## config.mk

```make
export PLATFORM = sky130hd
export DESIGN_NAME = skid_buffer
export DESIGN_NICKNAME = d
export VERILOG_FILES = /design/src/rtl/skid_pkg.sv /design/src/rtl/skid_buffer_reg_en.sv /design/src/rtl/skid_buffer.sv
export SDC_FILE = /design/constraint.sdc
export NUM_CORES = 1
export LEC_CHECK = 0
export CORE_MARGIN = 3
export CORE_UTILIZATION = 49
export CTS_CLUSTER_DIAMETER = 30
export CTS_CLUSTER_SIZE = 28
export DETAILED_ROUTE_END_ITERATION = 10
export PLACE_DENSITY = 0.82
export SETUP_SLACK_MARGIN = 0.05
export SYNTH_ARGS = -nofsm -noshare
export SYNTH_HDL_FRONTEND = slang
export SYNTH_SLANG_ARGS = --single-unit
```

## constraint.sdc

```tcl
create_clock -name clk -period 2.75 [get_ports clk]
set_clock_uncertainty 0.1 [all_clocks]
set_input_delay 0.55 -clock clk [delete_from_list [all_inputs] [get_ports clk]]
set_output_delay 0.55 -clock clk [all_outputs]
set_load 0.05 [all_outputs]
```

## src/rtl/skid_pkg.sv

```systemverilog
// Shared definitions for the two-entry skid buffer.
// The state encoding doubles as the occupancy count.
package skid_pkg;

  typedef enum logic [1:0] {
    EMPTY = 2'd0,
    BUSY  = 2'd1,
    FULL  = 2'd2
  } state_t;

endpackage

```

## src/rtl/skid_buffer_reg_en.sv

```systemverilog
// Plain data register: async active-high reset to zero, loads when en is high.
module reg_en #(
  parameter int WIDTH = 8
) (
  input  logic             clk,
  input  logic             rst,
  input  logic             en,
  input  logic [WIDTH-1:0] d,
  output logic [WIDTH-1:0] q
);

  always_ff @(posedge clk or posedge rst) begin
    if (rst) begin
      q <= '0;
    end else if (en) begin
      q <= d;
    end
  end

endmodule

```

## src/rtl/skid_buffer.sv

```systemverilog
// Two-entry skid buffer: a main output register plus a skid register that
// absorbs the word arriving in the cycle downstream stalls.
module skid_buffer
  import skid_pkg::*;
#(
  parameter int WIDTH = 8
) (
  input  logic             clk,
  input  logic             rst,
  input  logic             flush,
  input  logic             in_valid,
  input  logic [WIDTH-1:0] in_data,
  output logic             in_ready,
  output logic             out_valid,
  output logic [WIDTH-1:0] out_data,
  input  logic             out_ready,
  output logic [1:0]       count
);

  // Handshake: a word moves on a side only when valid && ready are both high
  // at posedge clk. in_ready depends on registered state (and rst) only, so
  // there is no combinational path from out_ready back to in_ready.

  state_t           state;
  logic             main_en;
  logic             skid_en;
  logic [WIDTH-1:0] main_d;
  logic [WIDTH-1:0] skid_q;

  assign count     = state;
  assign out_valid = (state != EMPTY);
  assign in_ready  = !rst && (state != FULL);

  always_comb begin
    main_en = 1'b0;
    skid_en = 1'b0;
    main_d  = in_data;
    if (!flush) begin
      unique case (state)
        EMPTY: main_en = in_valid;
        BUSY: begin
          main_en = in_valid && out_ready;
          skid_en = in_valid && !out_ready;
        end
        FULL: begin
          main_en = out_ready;
          main_d  = skid_q;
        end
        default: ;
      endcase
    end
  end

  always_ff @(posedge clk or posedge rst) begin
    if (rst) begin
      state <= EMPTY;
    end else if (flush) begin
      state <= EMPTY;
    end else begin
      unique case (state)
        EMPTY: if (in_valid) state <= BUSY;
        BUSY: begin
          if (in_valid && !out_ready)      state <= FULL;
          else if (!in_valid && out_ready) state <= EMPTY;
        end
        FULL:    if (out_ready) state <= BUSY;
        default: state <= EMPTY;
      endcase
    end
  end

  reg_en #(.WIDTH(WIDTH)) u_main (
    .clk (clk),
    .rst (rst),
    .en  (main_en),
    .d   (main_d),
    .q   (out_data)
  );

  reg_en #(.WIDTH(WIDTH)) u_skid (
    .clk (clk),
    .rst (rst),
    .en  (skid_en),
    .d   (in_data),
    .q   (skid_q)
  );

endmodule
```

# Word level (Yosys, flattened, before mapping)
# Cells that the tools add are included.
[classes] n_eq_ne=6 mux=12 n_reduce_logical=10
[ops] op="$mux W8" n=2
[ops] op="$mux W2" n=5
[ops] op="$ne A3 B3 Y1 const B" n=2
[ops] op="$pmux W2 S3" n=1
[ops] op="$logic_and A1 B1 Y1" n=4
[ops] op="$ne A4 B4 Y1 const B" n=1
[ops] op="$logic_not A1 Y1" n=3
[ops] op="$mux W1" n=3
[ops] op="$pmux W1 S3" n=1
[ops] op="$reduce_and A3 Y1" n=1
[ops] op="$eq A2 B1 Y1 const B" n=1
[ops] op="$eq A2 B2 Y1 const B" n=1
[ops] op="$logic_not A2 Y1" n=1
[ops] op="$ne A2 B2 Y1 const B" n=1
[ops] op="$reduce_bool A2 Y1" n=1
[word_totals] ff_bits=18 input_bits=13 output_inout_bits=12 wordCells=31

# Logic depth before layout (Yosys ltp)
[logic_depth] ltp_word=6 ltp_mapped=3 mapped_depth_nobuf=3

# Modules after synthesis
# A second synthesis with hierarchy kept.
[hier_totals] hier_cells=61 hier_area_um2=917.1
[by_module_without_submodules] mod="reg_en" instances=2 cells_each=18 area_each_um2=335.3 seq_area_each_um2=200.2
[by_module_without_submodules] mod="skid_buffer" instances=1 cells_each=25 area_each_um2=246.5 seq_area_each_um2=50.0

# Worst setup path before layout
# Ideal clock, no wire load.
[synth_timing] path_type="register -> output" start="register state[0], in the netlist count[0]" end="output in_ready" arrival_ns=1.650 required_ns=2.100 path_slack_ns=0.450 stages_incl_launch_ff=3 n_path_buf=0 path_cell_list="dfrtp_1 > inv_1 > a21oi_1"
[synth_between] elab_chain_cells=2
[synth_rtl] item="start: declaration" line="skid_buffer.sv:24" text="state_t state;"
[synth_rtl] item="start signal: assignment" line="skid_buffer.sv:56" text="state <= EMPTY;"
[synth_rtl] item="start signal: assignment" line="skid_buffer.sv:58" text="state <= EMPTY;"
[synth_rtl] item="start signal: assignment" line="skid_buffer.sv:61" text="EMPTY: if (in_valid) state <= BUSY;"
[synth_rtl] item="$ne A2 B2 Y1" line="skid_buffer.sv:32" text="assign in_ready = !rst && (state != FULL);"
[synth_rtl] item="$logic_and A1 B1 Y1" line="skid_buffer.sv:32"
[synth_rtl] item="end: declaration" line="skid_buffer.sv:13" text="output logic in_ready,"
# Every way passes these cells.

# Worst setup path in the final report
[layout_timing] start="register state[0], in the netlist count[0]" end="output out_valid"
[layout_between] elab_chain_cells=1
[layout_rtl] item="$reduce_bool A2 Y1" line="skid_buffer.sv:31" text="assign out_valid = (state != EMPTY);"
[layout_rtl] item="end: declaration" line="skid_buffer.sv:14" text="output logic out_valid,"
# Every way passes these cells.

==> results by group <==
Status
  – Outcome: finished clean

Power and ir drop
  – Tot Pwr: 0.803 mW
  – Sw Pwr: 0.274 mW
  – P_leak: 0.507 nW
  – Sw Share: 0.341
  – Pwr dens: 674 nW/µm²
  – Reg power frac: 0.448
  – Internal cell power: 0.529 mW
  – Combinational power share: 0.350
  – VDD IR-drop max: 0.499 mV
  – Power share of the clock group: 0.202

Logic synthesis
  – Avg Inst Size Synth: 14.7 µm²
  – Synth Cell Area: 867 µm²
  – Flops & latches, synth: 18
  – Top cells by area, synth: dfrtp_1, mux2_2, o32ai_4, nor4_4, nor3b_2
  – Area share of the largest cell type after synthesis: 0.519
  – Cells after Synth: 59
  – Mapped Nets: 72
  – Yosys warnings: 0
  – Sequential share of the synthesized area: 0.519
  – Library cells used by synthesis: 15
  – Post-synth top area cell: dfrtp_1

Layout
  – Fillcell total: 108
  – Most common cell after layout, fill and taps aside: mux2_2
  – N_diodes: 0
  – Fraction of layout cells with a size suffix above 1: 0.440
  – Final instance area: 1190 µm²
  – Most frequent cells in the layout: mux2_2, clkdlybuf4s50_1, dfrtp_1
  – Layout area overhead: 37.4%
  – Final #Nets: 105
  – Final design utilization: 0.756

Timing
  – Final hold violations: 0
  – Unrepaired setup endpoints after global routing: false
  – Slew @ Worst Pin: 0.676 ns
  – Final setup viols: 0
  – Final WS setup: 0.347 ns
  – Max-slew headroom: 0.549
  – Final slew viol count: 0
  – Final period utilization: 0.874
  – TNS Setup: 0 ns
  – Post-layout min period: 2.40 ns
  – Fmax: 0.416 GHz

Clock tree
  – Num CTS Buffers: 3
  – Post-CTS setup buffers: 0
  – Clock slew at reported path FFs: 0.10 ns
  – CTS Hold Buffers Added: 0
  – Cts repair resizes: 0
  – CTS Root Cell: clkbuf_4
  – CTS Sinks: 18
  – CTS tree: yes
  – Later-pin clock latency in the skew report: 0.29 ns
  – H-tree depth: 1
  – CTS Buffer Depth: 2

Placement
  – Gpl congestion: 0.780
  – Detailed Place HPWL: 1.33 mm
  – Cell area after placement: 1150 µm²
  – IO Port Bufs: 24
  – Worst slack at placement: 0.329 ns

Worst setup path
  – Slowest cell on crit path: clkdlybuf4s50_1
  – Required time worst endpoint: 2.10 ns
  – CP arrival: 1.75 ns
  – Slowest Stage Delay on Critical Path: 0.70 ns
  – Setup Crit Path Kind: flop to output pin
  – CP Max Fanout: 7
  – Type of origin of the critical path: flop
  – Cell Chain, Critical Path: or2_2, clkdlybuf4s50_1
  – Setup crit end kind: output pin

Global routing
  – First-pass GRT wire length: 2.70 mm
  – Gr usage total: 0.180
  – Vias in the first global route: 594
  – Initial antenna violation count: 0
  – Overflow after GRT: 0
  – Largest net degree at the start of global routing: 19

Floorplanning
  – # IOs: 25
  – Initial core utilization: 0.550
  – Core Box Area: 1580 µm²
  – Die span in y: 48.1 µm
  – Horiz. Die Dim: 48.1 µm
  – # rows: 14
  – Die area: 2310 µm²

Drt
  – First-pass DRT Iterations: 3
  – Vias/cell: 5.57
  – Post-route DRC: 0
  – Final ANT Viol Nets: 0
  – WL per Instance: 15.9 µm
  – Routed wire length: 1.71 mm
  – DRT iter0 DRCs: 2
  – DR vias: 596

Hold path
  – Worst hold-check path type: flop to flop

Flow run
  – Number of max-cap violations: 0
## kinds of logic after synthesis
group / Yosys count / synth area share
compound gates: 5 / 0.0635
buf+inv: 3 / 0.0130
flops: 18 / 0.519
mux: 25 / 0.323
simple gates: 8 / 0.0808
## routing by layer
layer,vias up,share of wire,GRT usage
met1,298,0.44,0.228
met5,-,0,0
li1,278,-,-
met3,2,0.049,0.0526
met4,0,0.011,0.0968
met2,18,0.50,0.274
## cells in the mapped netlist
cell     instances
or3b_2           1
inv_1            3
nor2_1           1
or2b_1           1
o32ai_4          1
nand2_1          1
o21ba_2          1
nor4_4           1
mux2_2          24
a21oi_1          2
nor3b_2          1
dfrtp_1         18
or2_2            2
mux2i_1          1
a21o_1           1
## worst paths after layout
check / start / to / slack, ns / cells after the start
max: count[0]$_DFFE_PP0P_ / out_valid / 0.35 / 2
min: u_skid.q[2]$_DFFE_PP0P_ / u_skid.q[2]$_DFFE_PP0P_ / 0.42 / 1
max reg2reg: count[1]$_DFFE_PP0P_ / u_main.q[7]$_DFFE_PP0P_ / 0.94 / 3
min reg2reg: u_skid.q[2]$_DFFE_PP0P_ / u_skid.q[2]$_DFFE_PP0P_ / 0.42 / 1
max in group asynchronous: rst / u_skid.q[4]$_DFFE_PP0P_ / 1.53 / 2
min in group asynchronous: rst / u_main.q[2]$_DFFE_PP0P_ / 0.59 / 2
## power by group through the flow
stage | sequential [mW] | clock (mW) | combinational [mW]
2_1_floorplan | 0.447 | 0 | 0.0943
3_5_place_dp | 0.365 | 0 | 0.283
3_3_place_gp | 0.358 | 0 | 0.277
6_report | 0.360 | 0.162 | 0.281
4_1_cts | 0.360 | 0.167 | 0.284
5_1_grt | 0.366 | 0.180 | 0.295
## stage by stage
step	hold WS (ns)	std cells
final	0.418	107
after global routing	0.437	107
after CTS	0.419	107
after detailed placement	0.394	103
after global placement	0.384	103
after floorplan	0.375	59
## critical path, delay by kind of cell (launching register included)
family        cells  cell delay [ns]
buf+inv           1             0.70
simple gates      1             0.31
flops             1             0.45
## sequential cells by signal, summed over array words and instances, names as in the netlist
name	flops
u_skid.q	8
u_main.q	8
count	2
## final cells by class
class | count | area, µm² | share of cell area
clock buffer | 4 | 36.3 | 0.0305
timing repair buffer | 28 | 268 | 0.225
multi-input combinational | 38 | 405 | 0.340
sequential | 18 | 450 | 0.378
tap | 16 | 20.0 | 0.0168
inverter | 3 | 11.3 | 0.00945
No activity file was read; power rests on OpenSTA's default activity.
